## config.mk

```make
export PLATFORM = sky130hd
export DESIGN_NAME = up_down_counter_param
export DESIGN_NICKNAME = d
export VERILOG_FILES = /design/src/rtl/up_down_counter_param.sv
export SDC_FILE = /design/constraint.sdc
export NUM_CORES = 1
export LEC_CHECK = 0
export ABC_AREA = 1
export CAP_MARGIN = 15
export CORE_MARGIN = 5
export CORE_UTILIZATION = 37
export CTS_CLUSTER_DIAMETER = 200
export CTS_CLUSTER_SIZE = 14
export DETAILED_ROUTE_END_ITERATION = 10
export GPL_ROUTABILITY_DRIVEN = 0
export PLACE_DENSITY = 0.68
export SYNTH_ARGS = -nofsm -noshare
export SYNTH_HDL_FRONTEND = slang
export SYNTH_SLANG_ARGS = --single-unit
```

## constraint.sdc

```tcl
create_clock -name clk -period 3.1 [get_ports clk]
set_clock_uncertainty 0.1 [all_clocks]
set_input_delay 0.62 -clock clk [delete_from_list [all_inputs] [get_ports clk]]
set_output_delay 0.62 -clock clk [all_outputs]
set_load 0.03 [all_outputs]
```

## src/rtl/up_down_counter_param.sv

```systemverilog
// Parametrised up/down counter with modulus, wrap/saturate mode, sync clear/load and
// registered overflow/underflow pulses.
module up_down_counter_param #(
    parameter int unsigned WIDTH    = 8,
    parameter int unsigned MAX_VAL  = (1 << WIDTH) - 1,
    parameter bit          SATURATE = 1'b0,
    parameter int unsigned RST_VAL  = 0
) (
    input  logic             clk,
    input  logic             rst_n,
    input  logic             clr,
    input  logic             load,
    input  logic [WIDTH-1:0] load_val,
    input  logic             en,
    input  logic             up_down,
    output logic [WIDTH-1:0] count,
    output logic             at_max,
    output logic             at_min,
    output logic             ovf,
    output logic             unf
);

    localparam logic [WIDTH-1:0] MaxVal = WIDTH'(MAX_VAL);
    localparam logic [WIDTH-1:0] RstVal = WIDTH'(RST_VAL);

    logic [WIDTH-1:0] count_q, count_d;
    logic             ovf_q, ovf_d;
    logic             unf_q, unf_d;

    assign at_max = (count_q == MaxVal);
    assign at_min = (count_q == '0);

    // Boundary decisions use the decoded flags, so wrap is modulo MAX_VAL+1 and the
    // count can never leave 0..MAX_VAL.
    always_comb begin
        count_d = count_q;
        ovf_d   = 1'b0;
        unf_d   = 1'b0;
        if (clr) begin
            count_d = '0;
        end else if (load) begin
            count_d = (load_val > MaxVal) ? MaxVal : load_val;
        end else if (en) begin
            if (up_down) begin
                if (at_max) begin
                    ovf_d   = 1'b1;
                    count_d = SATURATE ? MaxVal : '0;
                end else begin
                    count_d = count_q + 1'b1;
                end
            end else begin
                if (at_min) begin
                    unf_d   = 1'b1;
                    count_d = SATURATE ? '0 : MaxVal;
                end else begin
                    count_d = count_q - 1'b1;
                end
            end
        end
    end

    always_ff @(posedge clk or negedge rst_n) begin
        if (!rst_n) begin
            count_q <= RstVal;
            ovf_q   <= 1'b0;
            unf_q   <= 1'b0;
        end else begin
            count_q <= count_d;
            ovf_q   <= ovf_d;
            unf_q   <= unf_d;
        end
    end

    assign count = count_q;
    assign ovf   = ovf_q;
    assign unf   = unf_q;

`ifndef SYNTHESIS
    a_pulse_excl : assert property (@(posedge clk) disable iff (!rst_n) !(ovf_q && unf_q));
    a_in_range   : assert property (@(posedge clk) disable iff (!rst_n) count_q <= MaxVal);
`endif

endmodule

```

Word level (Yosys, flattened, before mapping)

Cells that the tools add are included.

Reduce and logical (&&, ||, !) cells: 2
Equality and inequality tests: 1
Mux-type cells: 17
Add/sub/neg operators: 2
Magnitude comparators: 1

Operators by type and width:

| operator              | number |
|---|---|
| $mux W8               | 7 |
| $mux W1               | 10 |
| $add A8 B1 Y8 const B | 1 |
| $eq A8 B8 Y1 const B  | 1 |
| $gt A8 B8 Y1 const B  | 1 |
| $logic_not A8 Y1      | 1 |
| $sub A8 B1 Y8 const B | 1 |
| $reduce_bool A3 Y1    | 1 |

Output and inout port bits: 12
Input port bits: 14
Flip-flop bits (word level): 10

Longest topological paths before layout

Gate-level depths: netlist of run 1.

Depth after elaboration: 6
Mapped depth: 11
Gate-level depth less buffers: 10

Worst setup path before layout of run 1

OpenSTA, ideal clock, no wires.

Path type: register to output
Start point: register count_q[1], in the netlist count[1]
End point: output port at_max
Required time: 2.380 ns
Arrival: 1.196 ns
Stages on the path, launching flop included: 6
Slack: 1.184 ns
Cell sequence: dfrtp_1 > ha_1 > nand2_1 > nor2_2 > nand2_2 > inv_2

Word-level cells in the longest chain between the ends: 1

RTL lines:

| element                  | line | RTL |
|---|---|---|
| start: declaration       | 26   | `logic [WIDTH-1:0] count_q, count_d;` |
| start signal: assignment | 64   | `count_q <= RstVal;` |
| start signal: assignment | 68   | `count_q <= count_d;` |
| $eq A8 B8 Y1             | 30   | `assign at_max = (count_q == MaxVal);` |
| end: declaration         | 17   | `output logic at_max,` |

Every way passes these cells.

Worst setup path in the final report of run 1

Start point: register count_q[0], in the netlist count[0]
End point: output port at_min

Word-level cells in the longest chain between the ends: 1

RTL lines:

| element          | line | RTL |
|---|---|---|
| $logic_not A8 Y1 | 31   | `assign at_min = (count_q == '0);` |
| end: declaration | 18   | `output logic at_min,` |

Every way passes these cells.

==> results.txt, run 1 <==
----------------------------------------------------
[Route]
  Vias per std cell ... 4.92
  Top metal layer carrying routed signals ... met4
  Routed len/inst ... 11.4 µm
  Count of antenna-violating nets left after detailed routing ... 0
  Met1 wire length ... 1.09 mm
  Routed wl met2 ... 1.10 mm
  Via total after detailed routing ... 1014
  Violation count after the first detailed-route iteration ... 37
  Total detailed-routing wirelength ... 2.35 mm
  Drt drc ... 0
  Detailed Routing Iterations Pass 1 ... 5
  Length of routed met3 wiring ... 152 µm

[Critical path]
  Maximum fanout along the worst path ... 6
  Source of the worst register-to-register timing path ... count[0]$_DFFE_PN0P_
  Category of the critical setup timing path ... register to primary output
  R2r endpoint ... count[4]$_DFFE_PN0P_
  Kind of capture point of the worst setup path ... primary output
  Signal arrival time at the worst endpoint ... 1990 ps
  R2R setup slack ... 1480 ps
  Worst path required time ... 2380 ps
  R2r worst-path depth ... 8
  Startpoint class of the critical path ... register

[Finish]
  Diode insertion count for antenna repair ... 0
  Finished Layout Cells ... 206
  Area growth syn-to-layout ... 35.5%
  Net count, final ... 196
  Layout cell share with drive strength beyond 1 ... 7.30%
  Final Cell Area ... 1220 µm²

[GRT]
  Total congestion overflow ... 0
  Maximum number of pins on one net before global-route repair ... 11
  Via count of the first global-routing pass ... 941
  Total global routing track utilization ... 14.7%
  Number of antenna violations at the first check in global routing ... 0
  Global-route wire length before repair ... 3.98 mm

[Timing]
  Pin slew with the least headroom to its limit ... 464 ps
  Unrepaired setup endpoints after global routing ... no
  Worst-case headroom to the max-slew limit ... 69.0%
  Slew Limit Fails ... 0
  Setup tns final ... 0 ps
  Final setup violation count ... 0
  Upper clock frequency limit ... 369 MHz
  Tmin final ... 2710 ps
  Final cycle utilization of the critical path ... 87.4%
  Final Hold Vio Count ... 0

[Clocking]
  Clock tree sinks ... 10
  Post-CTS Hold Fix Bufs ... 0
  Number of cells upsized or downsized after cts ... 0
  Number of buffers created by CTS ... 3
  Master cell of the clock root buffer ... sky130_fd_sc_hd__clkbuf_4
  Maximum clock path buffer count ... 2
  TritonCTS clock tree ... yes
  Register clock-pin slew on the reported worst setup and hold paths ... 70 ps
  Clock insertion delay at the later pin of the skew report ... 270 ps
  Post-CTS setup buffer count ... 0
  Number of H-tree levels ... 1

[Hold path]
  Kind of path behind the tightest hold check ... register to register
  Cell depth of the worst hold path ... 2
  Hold Path End ... count[1]$_DFFE_PN0P_
  Hold Path Origin ... count[1]$_DFFE_PN0P_

[Power and ir drop]
  Share of power burned in registers ... 34.4%
  Cell Pwr Density ... 374 nW/µm²
  Fraction of power spent switching nets ... 37.5%
  Total leakage power ... 0.594 nW
  Switching power ... 0.000171 W
  Worst vdd rail ir drop ... 0.270 mV
  Share of power burned in combinational logic ... 39.3%
  Share of power burned in the clock network ... 26.3%
  Internal cell power ... 0.000285 W

[Floorplan]
  Initial Util ... 39.5%
  Horizontal die dimension ... 59.3 µm
  Die outline area ... 3520 µm²
  Chip height ... 59.3 µm
  IO Pins ... 26
  Row count ... 17
  Placeable core region ... 2280 µm²

[Logic synthesis]
  Share of synthesized area occupied by flip-flops and latches ... 27.8%
  Synth Net Count ... 167
  Most frequently used flop master after synthesis ... sky130_fd_sc_hd__dfrtp_1
  Number of synthesized register bits ... 10
  Post-Synthesis Mean Instance Area ... 6.00 µm²
  Most frequent cell after synthesis ... sky130_fd_sc_hd__nand2_1
  Biggest area consumer among synthesized cells ... sky130_fd_sc_hd__dfrtp_1
  Share of synthesized flip-flops with an asynchronous set or reset ... 100%
  Number of different library cells in the post-synthesis netlist ... 22
  Synth top area cells ... sky130_fd_sc_hd__dfrtp_1, sky130_fd_sc_hd__nand2_1, sky130_fd_sc_hd__o21ai_0
  Post-synth design cell area ... 900 µm²
  Post-synth top area share ... 27.8%
  EDFF count, synth ... 0
  Top cell types by occurrence after synthesis ... sky130_fd_sc_hd__nand2_1, sky130_fd_sc_hd__inv_1, sky130_fd_sc_hd__nor2_1
  Gate count after technology mapping ... 150
  Yosys warning count ... 0

[Placed design]
  DPL Wire Length ... 1.94 mm
  Number of buffers inserted by port buffering ... 25
  Area of placed instances ... 1180 µm²
  Inst Count DP ... 202

[Run status]
  Result of the run ... finished, final reports clean

[Run]
  Number of maximum-capacitance violations ... 0

----------------------------------------------------
-- registers in the layout, summed over array words and instances (netlist names) --
signal  cells
count       8
ovf         1
unf         1
-- cell usage in the layout, fill, tap and decap left out --
cell / instances
sky130_fd_sc_hd__buf_4: 1
sky130_fd_sc_hd__nor2_2: 2
sky130_fd_sc_hd__ha_1: 3
sky130_fd_sc_hd__o22ai_1: 1
sky130_fd_sc_hd__xnor2_1: 1
sky130_fd_sc_hd__or2_1: 1
sky130_fd_sc_hd__nor3_1: 1
sky130_fd_sc_hd__clkbuf_4: 3
sky130_fd_sc_hd__clkdlybuf4s50_1: 25
sky130_fd_sc_hd__xor2_1: 2
sky130_fd_sc_hd__dfrtp_1: 10
sky130_fd_sc_hd__inv_2: 2
sky130_fd_sc_hd__o21ai_1: 1
sky130_fd_sc_hd__inv_1: 21
sky130_fd_sc_hd__nor2_4: 2
sky130_fd_sc_hd__nor2_1: 17
sky130_fd_sc_hd__a21oi_1: 4
sky130_fd_sc_hd__clkbuf_8: 1
sky130_fd_sc_hd__nand2_1: 50
sky130_fd_sc_hd__o41ai_1: 1
sky130_fd_sc_hd__o21ai_2: 1
sky130_fd_sc_hd__nand2_2: 1
sky130_fd_sc_hd__nand3_1: 10
sky130_fd_sc_hd__nand4_1: 1
sky130_fd_sc_hd__o21ai_0: 16
-- power by group through the flow --
stage               logic [W]  registers (W)  clock network, W
finish               0.000179       0.000157          0.000120
global route         0.000199       0.000160          0.000131
detailed placement   0.000179       0.000159                 0
CTS                  0.000180       0.000157          0.000123
floorplan            0.000100       0.000173                 0
global placement     0.000179       0.000159                 0
-- critical path, cell delays in order, from the launching register on --
cell and delay, ps:
sky130_fd_sc_hd__dfrtp_1 420, sky130_fd_sc_hd__inv_1 190, sky130_fd_sc_hd__ha_1 180, sky130_fd_sc_hd__nand2_1 80, sky130_fd_sc_hd__nor2_4 170, sky130_fd_sc_hd__clkdlybuf4s50_1 690
-- worst max path at each step --
| stage | start | end | slack [ps] | depth (start not counted) |
|---|---|---|---|---|
| 6_report | count[0]$_DFFE_PN0P_ | at_min | 390 | 5 |
| 3_5_place_dp | count[0]$_DFFE_PN0P_ | at_min | 680 | 5 |
| 4_1_cts | count[0]$_DFFE_PN0P_ | at_min | 380 | 5 |
| 5_1_grt | count[0]$_DFFE_PN0P_ | at_min | 260 | 5 |
| 2_1_floorplan | count[1]$_DFFE_PN0P_ | at_max | 1180 | 5 |
| 3_3_place_gp | count[0]$_DFFE_PN0P_ | at_min | 740 | 5 |
-- stage by stage --
step | total power (W) | utilization [%] | hold WS (ps) | setup slack, ps
2_1_floorplan | 0.000273 | - | 224 | 1180
3_3_place_gp | 0.000338 | 52.0 | 449 | 743
3_5_place_dp | 0.000338 | 52.0 | 465 | 682
4_1_cts | 0.000459 | 53.5 | 485 | 378
5_1_grt | 0.000489 | 53.5 | 515 | 263
6_report | 0.000456 | 53.5 | 484 | 390
-- area by class of cell --
class                      count  area, µm²
timing repair buffer          26        258
multi-input combinational    115        553
tap                           28       35.0
fill                         242       1060
inverter                      23       86.3
clock buffer                   4       36.3
sequential                    10        250
-- layer usage --
layer | up-vias | track usage [%]
li1 | 529 | -
met1 | 440 | 19.2
met2 | 43 | 23.9
met3 | 2 | 2.61
met4 | 0 | 5.83
met5 | - | 0
-- logic make-up after synthesis --
family | Yosys count | synth area share [%]
fa+ha+maj | 3 | 4.17
compound gates | 24 | 14.3
flops | 10 | 27.8
simple gates | 85 | 40.1
xor+xnor | 3 | 2.92
buf+inv | 25 | 10.7
No activity file was read; power rests on OpenSTA's default activity.
==> inputs of run 2 (changes only) <==
--- a/config.mk
+++ b/config.mk
@@ -17,3 +17,4 @@
 export SYNTH_ARGS = -nofsm -noshare
 export SYNTH_HDL_FRONTEND = slang
 export SYNTH_SLANG_ARGS = --single-unit
+export TNS_END_PERCENT = 100
==> results of run 2 <==
The final DEF is identical to that of run 1; final timing and power are the same.
